`src/rtl/sc_matmul_ctrl.sv`:
```
// sc_matmul_ctrl: sequencer and per-element ones counter for a stochastic-computing matrix multiplier
// Ports:
//   clk, rst_n          sole clock, asynchronous active-low reset
//   start, cfgLen       run request (sampled in IDLE) and stream length latched on acceptance
//   abort               optional cancel of a run in LOAD/RUN/DRAIN (only with SC_MATMUL_CTRL_ABORT_EN)
//   busy                high whenever not IDLE
//   sngLoad, sngEn      generator seed pulse and per-bit advance strobe
//   outputData          stochastic product bits from the datapath, PIPE_LAT cycles behind sngEn
//   result              packed ones counts, element k at [k*(LEN_W+1) +: LEN_W+1]
//   resultValid/Ready   result handshake, held in DONE until accepted
// Optional feature macro: SC_MATMUL_CTRL_ABORT_EN
module sc_matmul_ctrl #(
    parameter int BATCH_SIZE      = 4,
    parameter int OUTPUT_FEATURES = 4,
    parameter int LEN_W           = 8,
    parameter int PIPE_LAT        = 2
) (
    input  logic                                                 clk,
    input  logic                                                 rst_n,
    input  logic                                                 start,
`ifdef SC_MATMUL_CTRL_ABORT_EN
    input  logic                                                 abort,
`endif
    input  logic [LEN_W-1:0]                                     cfgLen,
    output logic                                                 busy,
    output logic                                                 sngLoad,
    output logic                                                 sngEn,
    input  logic [BATCH_SIZE*OUTPUT_FEATURES-1:0]                outputData,
    output logic [BATCH_SIZE*OUTPUT_FEATURES*(LEN_W+1)-1:0]      result,
    output logic                                                 resultValid,
    input  logic                                                 resultReady
);
    localparam int N  = BATCH_SIZE * OUTPUT_FEATURES;
    localparam int CW = LEN_W + 1;

    typedef enum logic [2:0] {S_IDLE, S_LOAD, S_RUN, S_DRAIN, S_DONE} state_t;

    // With no datapath latency there is nothing to drain, so the run ends straight in DONE
    localparam state_t S_POST = (PIPE_LAT == 0) ? S_DONE : S_DRAIN;

    state_t        r_state;
    state_t        w_next;
    logic [CW-1:0] r_rem;
    logic          w_abort;
    logic          w_accept;
    logic          w_cnt_en;

    assign w_accept = (r_state == S_IDLE) && start;

`ifdef SC_MATMUL_CTRL_ABORT_EN
    assign w_abort = abort && (r_state inside {S_LOAD, S_RUN, S_DRAIN});
`else
    assign w_abort = 1'b0;
`endif

    always_ff @(posedge clk or negedge rst_n) begin
        if (!rst_n)
            r_state <= S_IDLE;
        else
            r_state <= w_next;
    end

    always_comb begin
        w_next = r_state;
        case (r_state)
            S_IDLE:  w_next = start ? S_LOAD : S_IDLE;
            S_LOAD:  w_next = (r_rem != '0) ? S_RUN : S_POST;
            S_RUN:   w_next = (r_rem == CW'(1)) ? S_POST : S_RUN;
            S_DRAIN: w_next = (r_rem == CW'(1)) ? S_DONE : S_DRAIN;
            S_DONE:  w_next = resultReady ? S_IDLE : S_DONE;
            default: w_next = S_IDLE;
        endcase
        if (w_abort)
            w_next = S_IDLE;
    end

    always_comb begin
        busy        = r_state != S_IDLE;
        sngLoad     = r_state == S_LOAD;
        sngEn       = r_state == S_RUN;
        resultValid = r_state == S_DONE;
    end

    // One down-counter serves both phases: stream cycles left in RUN, then drain cycles left in DRAIN
    always_ff @(posedge clk or negedge rst_n) begin
        if (!rst_n)
            r_rem <= '0;
        else if (w_abort)
            r_rem <= '0;
        else if (w_accept)
            r_rem <= CW'(cfgLen);
        else if (w_next == S_DRAIN && r_state != S_DRAIN)
            r_rem <= CW'(PIPE_LAT);
        else if (r_state == S_RUN || r_state == S_DRAIN)
            r_rem <= r_rem - CW'(1);
    end

    // countEn tracks sngEn through the datapath latency so each counted bit matches its stream cycle
    generate
        if (PIPE_LAT == 0) begin : g_nodly
            assign w_cnt_en = sngEn;
        end else begin : g_dly
            logic [PIPE_LAT-1:0] r_dly;
            always_ff @(posedge clk or negedge rst_n) begin
                if (!rst_n)
                    r_dly <= '0;
                else if (w_abort)
                    r_dly <= '0;
                else
                    r_dly <= PIPE_LAT'({r_dly, sngEn});
            end
            assign w_cnt_en = r_dly[PIPE_LAT-1];
        end
    endgenerate

    // Counters keep their final value through IDLE and are only cleared by the next accepted start
    for (genvar k = 0; k < N; k++) begin : g_cnt
        logic [CW-1:0] r_cnt;
        always_ff @(posedge clk or negedge rst_n) begin
            if (!rst_n)
                r_cnt <= '0;
            else if (w_abort || w_accept)
                r_cnt <= '0;
            else if (w_cnt_en && outputData[k])
                r_cnt <= r_cnt + CW'(1);
        end
        assign result[k*CW +: CW] = r_cnt;
    end

endmodule
```
`config.mk`:
```
export PLATFORM = sky130hd
export DESIGN_NAME = sc_matmul_ctrl
export DESIGN_NICKNAME = d
export VERILOG_FILES = /design/src/rtl/sc_matmul_ctrl.sv
export SDC_FILE = /design/constraint.sdc
export NUM_CORES = 1
export LEC_CHECK = 0
export BUFFER_PORTS_ARGS = -buffer_cell sky130_fd_sc_hd__buf_2
export CAP_MARGIN = 20
export CORE_MARGIN = 4
export CORE_UTILIZATION = 32
export CTS_CLUSTER_SIZE = 8
export DETAILED_ROUTE_END_ITERATION = 8
export SLEW_MARGIN = 10
export SYNTH_ARGS = -nofsm -noshare
export SYNTH_HDL_FRONTEND = slang
export SYNTH_SLANG_ARGS = --single-unit
```
`constraint.sdc`:
```
create_clock -name clk -period 1.6 [get_ports clk]
set_input_delay 0.08 -clock clk [delete_from_list [all_inputs] [get_ports clk]]
set_output_delay 0.08 -clock clk [all_outputs]
set_load 0.01 [all_outputs]
```
; ---- Word level (Yosys, flattened, before mapping)
; Cells that the tools add are included.
[word_totals]
reg_bits = 158
input_bits = 28
output_inout_bits = 148
wordCells = 123
[op_classes]
n_addsub = 17
n_eq_ne = 7
mux = 41
reduce_logical = 39
[op_table]
columns = operator, n
row1 = 9-bit 2-to-1 mux, 35
row2 = "9-bit by 1-bit adder with 9-bit output, second input constant", 16
row3 = 2-bit nonzero test, 16
row4 = 1-bit logical AND, 18
row5 = 3-bit case mux with 5 select lines, 1
row6 = "3-bit by 2-bit == test with 1-bit output, second input constant", 3
row7 = "9-bit by 1-bit == test with 1-bit output, second input constant", 1
row8 = 9-bit nonzero test, 1
row9 = "9-bit by 1-bit subtractor with 9-bit output, second input constant", 1
row10 = 3-bit 2-to-1 mux, 2
row11 = 3-bit nonzero test, 2
row12 = "3-bit by 1-bit == test with 1-bit output, second input constant", 1
row13 = "3-bit == test, second input constant", 1
row14 = 3-bit logical NOT, 1
row15 = 1-bit 2-to-1 mux, 3
row16 = "3-bit by 2-bit inequality test with 1-bit output, second input constant", 1
row17 = 1-bit logical OR, 1

; ---- Depth between registers and ports, before layout
; Gate-level depths: netlist of run 1.
[depth]
word_depth = 7
mapped_depth = 6
depth_no_buf = 6

; ---- Worst setup path before layout of run 1
; No wires, ideal clock.
[synth_timing]
path_type = register -> register
from = register r_rem[6]
to = register r_rem[4]
setup_ns = 0.135
t_arrival_ns = 1.503
required_ns = 1.465
path_slack_ns = -0.039
stages_incl_launch_ff = 5
path_buffers = 0
period_less_slack_ns = 1.639
cell_sequence = dfrtp_1 > or4_4 > a211oi_4 > o21bai_1 > a221oi_1
[synth_via]
elab_chain_len = 7
elab_cells_between_ends = 11
classes_between = eq/ne (2) / mux (6) / reduce/logical (3)
[synth_rtl]
columns = element, line
row1 = start: declaration, 43  ; logic [CW-1:0] r_rem;
row2 = start signal: assignment, 91  ; r_rem <= CW'(cfgLen);
row3 = start signal: assignment, 93  ; r_rem <= CW'(PIPE_LAT);
row4 = start signal: assignment, 95  ; r_rem <= r_rem - CW'(1);
row5 = 9-bit by 1-bit == test with 1-bit output / 9-bit nonzero test (equally long branches), "68, 69, 67"
row6 = "3-bit 2-to-1 mux, or another cell as far along", 69  ; S_DRAIN: w_next = (r_rem == CW'(1)) ? S_DONE : S_DRAIN;
row7 = 3-bit case mux with 5 select lines (*), 65  ; case (r_state)
row8 = 3-bit by 2-bit == test with 1-bit output (*), 92  ; else if (w_next == S_DRAIN && r_state != S_DRAIN)
row9 = 1-bit logical AND (*), 92
row10 = 9-bit 2-to-1 mux, 92
row11 = 9-bit 2-to-1 mux, 90  ; else if (w_accept)
; Mark *: on every way between the ends. The rest lies on a longest branch, timed or not.
; A chain may end at the register's enable or synchronous reset.

; ---- Final worst setup path of run 1
[layout_timing]
from = register r_state[2]
to = register g_cnt[5].r_cnt[8]
[layout_via]
elab_chain_len = 3
elab_cells_between_ends = 4
classes_between = mux (1) / reduce/logical (3)
[layout_rtl]
columns = element, line
row1 = start: declaration, 41  ; state_t r_state;
row2 = start signal: assignment, 60  ; r_state <= w_next;
row3 = 3-bit logical NOT (*), 48  ; assign w_accept = (r_state == S_IDLE) && start;
row4 = 1-bit logical AND (*), 48
row5 = 9-bit 2-to-1 mux / 2-bit nonzero test (equally long branches), -
row6 = end signal: assignment, 125  ; r_cnt <= r_cnt + CW'(1);
row7 = end: declaration, 118  ; logic [CW-1:0] r_cnt;
; Marks and branches as above.

==> results.ini, run 1 <==
[die]
start_util_pct=32.8
core_um2=23700
dieArea_um2=26800
die_h_um=164
rows=56
dieWidth_um=164
io_pins=176

[run_status]
violations=setup timing
status=complete, but fails checks

[worst_setup_path]
critPathMaxStageDelay_ns=0.66
cp_slowest_cell=or4b_4
startpoint_type=flip-flop
critPathMaxFanout=4
crit_buf_inv=0
cp_cell_sequence=or4b_4, a211oi_2, xnor2_1, nor2_2
crit_family=simple AND/OR/NAND/NOR gates
critical_path_class=reg -> reg
worstPathArrival_ns=1.94
required_ns=1.90
endpoint_kind=flip-flop

[clocking]
clock-root-buffer=clkbuf_16
htree_levels=4
cts_tree=yes
clk_latency_ns=0.42
cts_buffers=17
path_clk_slew_ns=0.07
clock_path_buffers=2
cts_sinks=158

[timing]
finalHoldViolCount=0
tightestPinTransition_ns=0.426
setup_viol=3
fmax_ghz=0.611
period_needed_ns=1.64
setup_ws_ns=-0.0368
rsz0062_at_grt=yes
timing.hold.ws_ns=0.0240
tns_ns=-0.0908
fin_crit_sh_pct=102
maxSlewViolCount=0
relSlewSlack_pct=71.6
skew_ns=0.0116

[detailed_routing]
totalWireLength_um=20600
wl_per_cell_um=15.1
drt_iter0_drc=322
drtAntennaViolNets=0
drc_errors=0
viasPerCell=4.76
drt_first_pass_iters=4
vias=6492

[min_path]
worstHoldPathType=in -> reg

[placed_design]
dpl.cell_count=1303
pre_cts_ws_ns=-0.0874
globalplace.congestion=0.790
placed_area_um2=9430
place.port_buffers=175
dpl.hpwl_um=14400

[job]
max_cap_viol_count=0

[global_routing]
grt_first_pass_wirelength_um=32900
first_global_vias=6300
grt.overflow.total=0
track_usage_pct=15.1
antenna_found_initial=0
grt_max_degree=62

[logic_synthesis]
syn_area_per_cell_um2=9.90
synth_ff_type=dfrtp_1
synth_edf_count=0
yosys.cell_types.count=48
ys_async_sr_fraction_pct=100
ys_seq_elements=158
syn_inst=784
netlist_area_um2=7760
yosysWarnings=0
ys_seq_area_share_pct=50.9
syn_nets=831

[layout]
area_growth_pct=34.7
final_cell_mix=buf_2 (174), dfrtp_1 (158), nor2_1 (127)
layout-drive-gt1-share_pct=29.8
mostFrequentLayoutCell=buf_2
postLayoutCellArea_um2=10500
stdcell_count=1363
finalNetCount=1078
antenna_cells=0
final_util_pct=44.2

[power_and_ir_drop]
ir_drop_v=0.000726
power.total_mw=16.2
leakage_nw=5.08
power_density_nw_per_um2=1550

==> where the power goes <==
part / switching (mW) / total [mW] / internal (mW) / leakage (nW)
logic: 3.24 / 6.04 / 2.80 / 2.73
registers: 1.20 / 6.24 / 5.04 / 2.08
clock network: 1.85 / 3.95 / 2.10 / 0.271
total: 6.30 / 16.2 / 9.94 / 5.08
==> metal layers <==
layer  GRT usage [%]  part of all wire (%)  vias to the layer above
li1                -                     -                     3192
met1            20.6                    47                     3157
met2            24.9                    48                      131
met3            3.24                   3.8                       12
met4            3.24                  0.90                        0
met5               0                     0                        -
==> path summary, 6_finish.rpt <==
kind | start | to | cells after the start | slack, ns
hold / removal | outputData[12] | g_cnt[12].r_cnt[1] | 4 | 0.02
max in group asynchronous | rst_n | g_cnt[9].r_cnt[1] | 3 | 0.85
hold reg to reg | g_dly.r_dly[0] | g_dly.r_dly[1] | 0 | 0.36
setup / recovery | r_state[2] | g_cnt[5].r_cnt[8] | 4 | -0.04
setup reg to reg | r_state[2] | g_cnt[5].r_cnt[8] | 4 | -0.04
min in group asynchronous | rst_n | g_cnt[2].r_cnt[5] | 2 | 0.15
==> synthesized netlist by cell type, drive strengths merged (4+ instances only) <==
master	number	area (um2)
dfrtp	158	3950
a211oi	7	80.1
xor2	84	736
nand3	39	195
ha	19	238
nand2	70	263
mux2i	4	40.0
inv	10	37.5
or3	11	68.8
nor4	15	93.8
nand4	47	294
and4	15	131
and2	23	144
buf	21	115
xnor2	37	324
a21oi	22	110
o21ai	12	60.1
clkbuf	14	52.6
nor3	13	65.1
nor2	131	499
and3	7	43.8
==> repair_timing <==
item                                    CTS  global route
setup buffers                             3             8
hold endpoints to repair                163             0
cloned                                    0             3
hold buffers                             14             0
endpoints found under the setup margin   13           120
resized for setup                         5            28
pin swaps                                 3            13
==> registers in the layout, indices dropped and copies added, names as in the netlist <==
name         flops
g_cnt.r_cnt    144
r_rem            9
r_state          3
g_dly.r_dly      2
==> cell type report <==
| cell class | instances | area, um2 |
|---|---|---|
| fill | 2345 | 13200 |
| sequential | 158 | 3950 |
| multi-input combinational | 581 | 3730 |
| timing repair buffer | 263 | 1770 |
| clock buffer | 19 | 443 |
| tap | 319 | 399 |
| clock inverter | 13 | 119 |
| inverter | 10 | 37.5 |
==> worst min-delay path, delay by kind of cell <==
family	cells	cell delay, ns
compound gates	1	0.06
buf+inv	1	0.08
simple gates	2	0.18
==> logic make-up (layout without fill, tap and decap cells) <==
logic type	count (synthesis)	count (layout)	synth area share (%)
DFF	158	158	50.9
AOI/OAI and AO/OA	53	53	4.48
adders and majority gates	19	19	3.06
and+or+nand+nor	383	383	24.6
buffers and inverters	45	305	2.64
xor gates and xnor gates	121	121	13.6
muxes	5	5	0.661
No activity file was read; power rests on OpenSTA's default activity.
==> inputs of run 2 (changes only) <==
SKIP_CTS_REPAIR_TIMING = 1   (was unset)
==> run 2 against run 1 <==
The flow still finishes with violations (setup timing). Total power is 0.24% higher. Clock skew is 0.0010 ns higher. Cell count is 0.15% higher. Sequential power hardly changed. Routed wire length is 0.68% higher. Largest cell class unchanged.
==> results.ini, run 2 (synthesis results as in run 1) <==
[clocking]
cts_sinks=158
cts_tree=yes
htree_levels=4
clk_latency_ns=0.42
clock-root-buffer=clkbuf_16
cts_buffers=17
clock_path_buffers=2
path_clk_slew_ns=0.06

[timing]
maxSlewViolCount=0
fmax_ghz=0.622
tightestPinTransition_ns=0.425
skew_ns=0.0126
rsz0062_at_grt=yes
setup_viol=3
relSlewSlack_pct=71.7
setup_ws_ns=-0.00815
tns_ns=-0.0129
finalHoldViolCount=0
fin_crit_sh_pct=101
period_needed_ns=1.61
timing.hold.ws_ns=0.0153

[power_and_ir_drop]
power.switching_mw=6.30
leakage_nw=5.11
power_density_nw_per_um2=1550
ir_drop_v=0.000725
clkPwrFrac_pct=24.3
power_frac_comb_pct=37.4
internal_power_mw=9.97
seqPwrFrac_pct=38.3
p_sw_share_pct=38.7

[worst_setup_path]
reg2reg_to=r_rem[5]
reg2reg_depth=6
worstPathArrival_ns=1.94
cp_cell_sequence=buf_6, nor4b_4, buf_6, nor2_1, mux2_4, nor3_2
path_common_cell=buf_6
rr_startpoint=r_state[2]
critPathMaxStageDelay_ns=0.43
endpoint_kind=flip-flop
startpoint_type=flip-flop
cp_slowest_cell=dfrtp_1
r2r_slack_ns=-0.008
required_ns=1.93
critPathMaxFanout=7
critical_path_class=reg -> reg

[die]
io_pins=176
dieWidth_um=164
rows=56
start_util_pct=32.8
dieArea_um2=26800
die_h_um=164
core_um2=23700

[run_status]
violations=setup timing
status=complete, but fails checks

[detailed_routing]
drt_iter0_drc=327
viasPerCell=4.75
vias=6479
drc_errors=0
drtAntennaViolNets=0
drt_first_pass_iters=4
totalWireLength_um=20700
wl_per_cell_um=15.2

[layout]
area_growth_pct=35.1
largest_reg_flops=144
regMostFlops=g_cnt.r_cnt
final_cell_mix=buf_2 (174), dfrtp_1 (158), nor2_1 (126)
stdcell_count=1365
layout-drive-gt1-share_pct=30.0
finalNetCount=1080
biggestRegsByFlops=g_cnt.r_cnt x144, r_rem x9, r_state x3
antenna_cells=0
final_util_pct=44.3
mostFrequentLayoutCell=buf_2

[min_path]
holdPathStages=3
worstHoldStart=cfgLen[4]
worstHoldPathType=in -> reg
whs_endpoint=r_rem[4]

[global_routing]
first_global_vias=6236
track_usage_pct=15.0
grt.overflow.total=0
grt_first_pass_wirelength_um=32700
grt_max_degree=62
antenna_found_initial=0

[placed_design]
place.port_buffers=175
dpl.hpwl_um=14400
globalplace.congestion=0.790
dpl.cell_count=1303

[job]
max_cap_viol_count=0

[run 2: cell types whose count changed in the layout (fill, tap and decap cells not counted), sizes merged]
| cell | change |
|---|---|
| buf | +2 |
[run 2: worst max-delay path, delay by kind of cell (launching register included)]
kind,cells,cell delay (ns)
flops,1,0.43
mux,1,0.26
buf+inv,2,0.33
simple gates,3,0.52
[run 2: routing by layer]
layer / vias up / GRT usage, % / part of all wire [%]
met5: - / 0 / 0
met4: 0 / 3.13 / 0.98
met3: 12 / 3.29 / 3.8
met2: 126 / 24.6 / 48
met1: 3153 / 20.6 / 47
li1: 3188 / - / -
[run 2: worst max path at each step]
stage                           from            endpoint  slack [ns]
after global routing      r_state[2]            r_rem[5]       -0.11
final                     r_state[2]            r_rem[5]      -0.008
after CTS                   r_rem[1]            r_rem[0]        -0.1
after detailed placement    r_rem[1]            r_rem[0]       -0.09
after global placement      r_rem[1]            r_rem[0]       -0.03
after floorplan           r_state[0]  g_cnt[11].r_cnt[8]       -0.03
[run 2: power by group through the flow]
| stage | Clock, mW | Sequential, mW | Combinational [mW] |
|---|---|---|---|
| finish | 3.95 | 6.23 | 6.09 |
| global route | 4.28 | 6.43 | 6.82 |
| CTS | 4.10 | 6.23 | 5.70 |
| detailed placement | 0 | 6.30 | 5.68 |
| global placement | 0 | 6.26 | 5.61 |
| floorplan | 0 | 6.62 | 2.74 |
[run 2: cell type report]
cell class / count / area, um2
fill: 2337 / 13200
timing repair buffer: 265 / 1790
sequential: 158 / 3950
inverter: 10 / 37.5
multi-input combinational: 581 / 3750
clock inverter: 13 / 119
tap: 319 / 399
clock buffer: 19 / 443
[run 2: stage by stage]
step / worst slack (ns) / instance area [um2] / power, mW
2_1_floorplan: -0.0342 / 7760 / 9.36
3_5_place_dp: -0.0874 / 9430 / 12.0
6_report: -0.00815 / 10500 / 16.3
4_1_cts: -0.0971 / 9990 / 16.0
5_1_grt: -0.109 / 10500 / 17.5
3_3_place_gp: -0.0326 / 9430 / 11.9
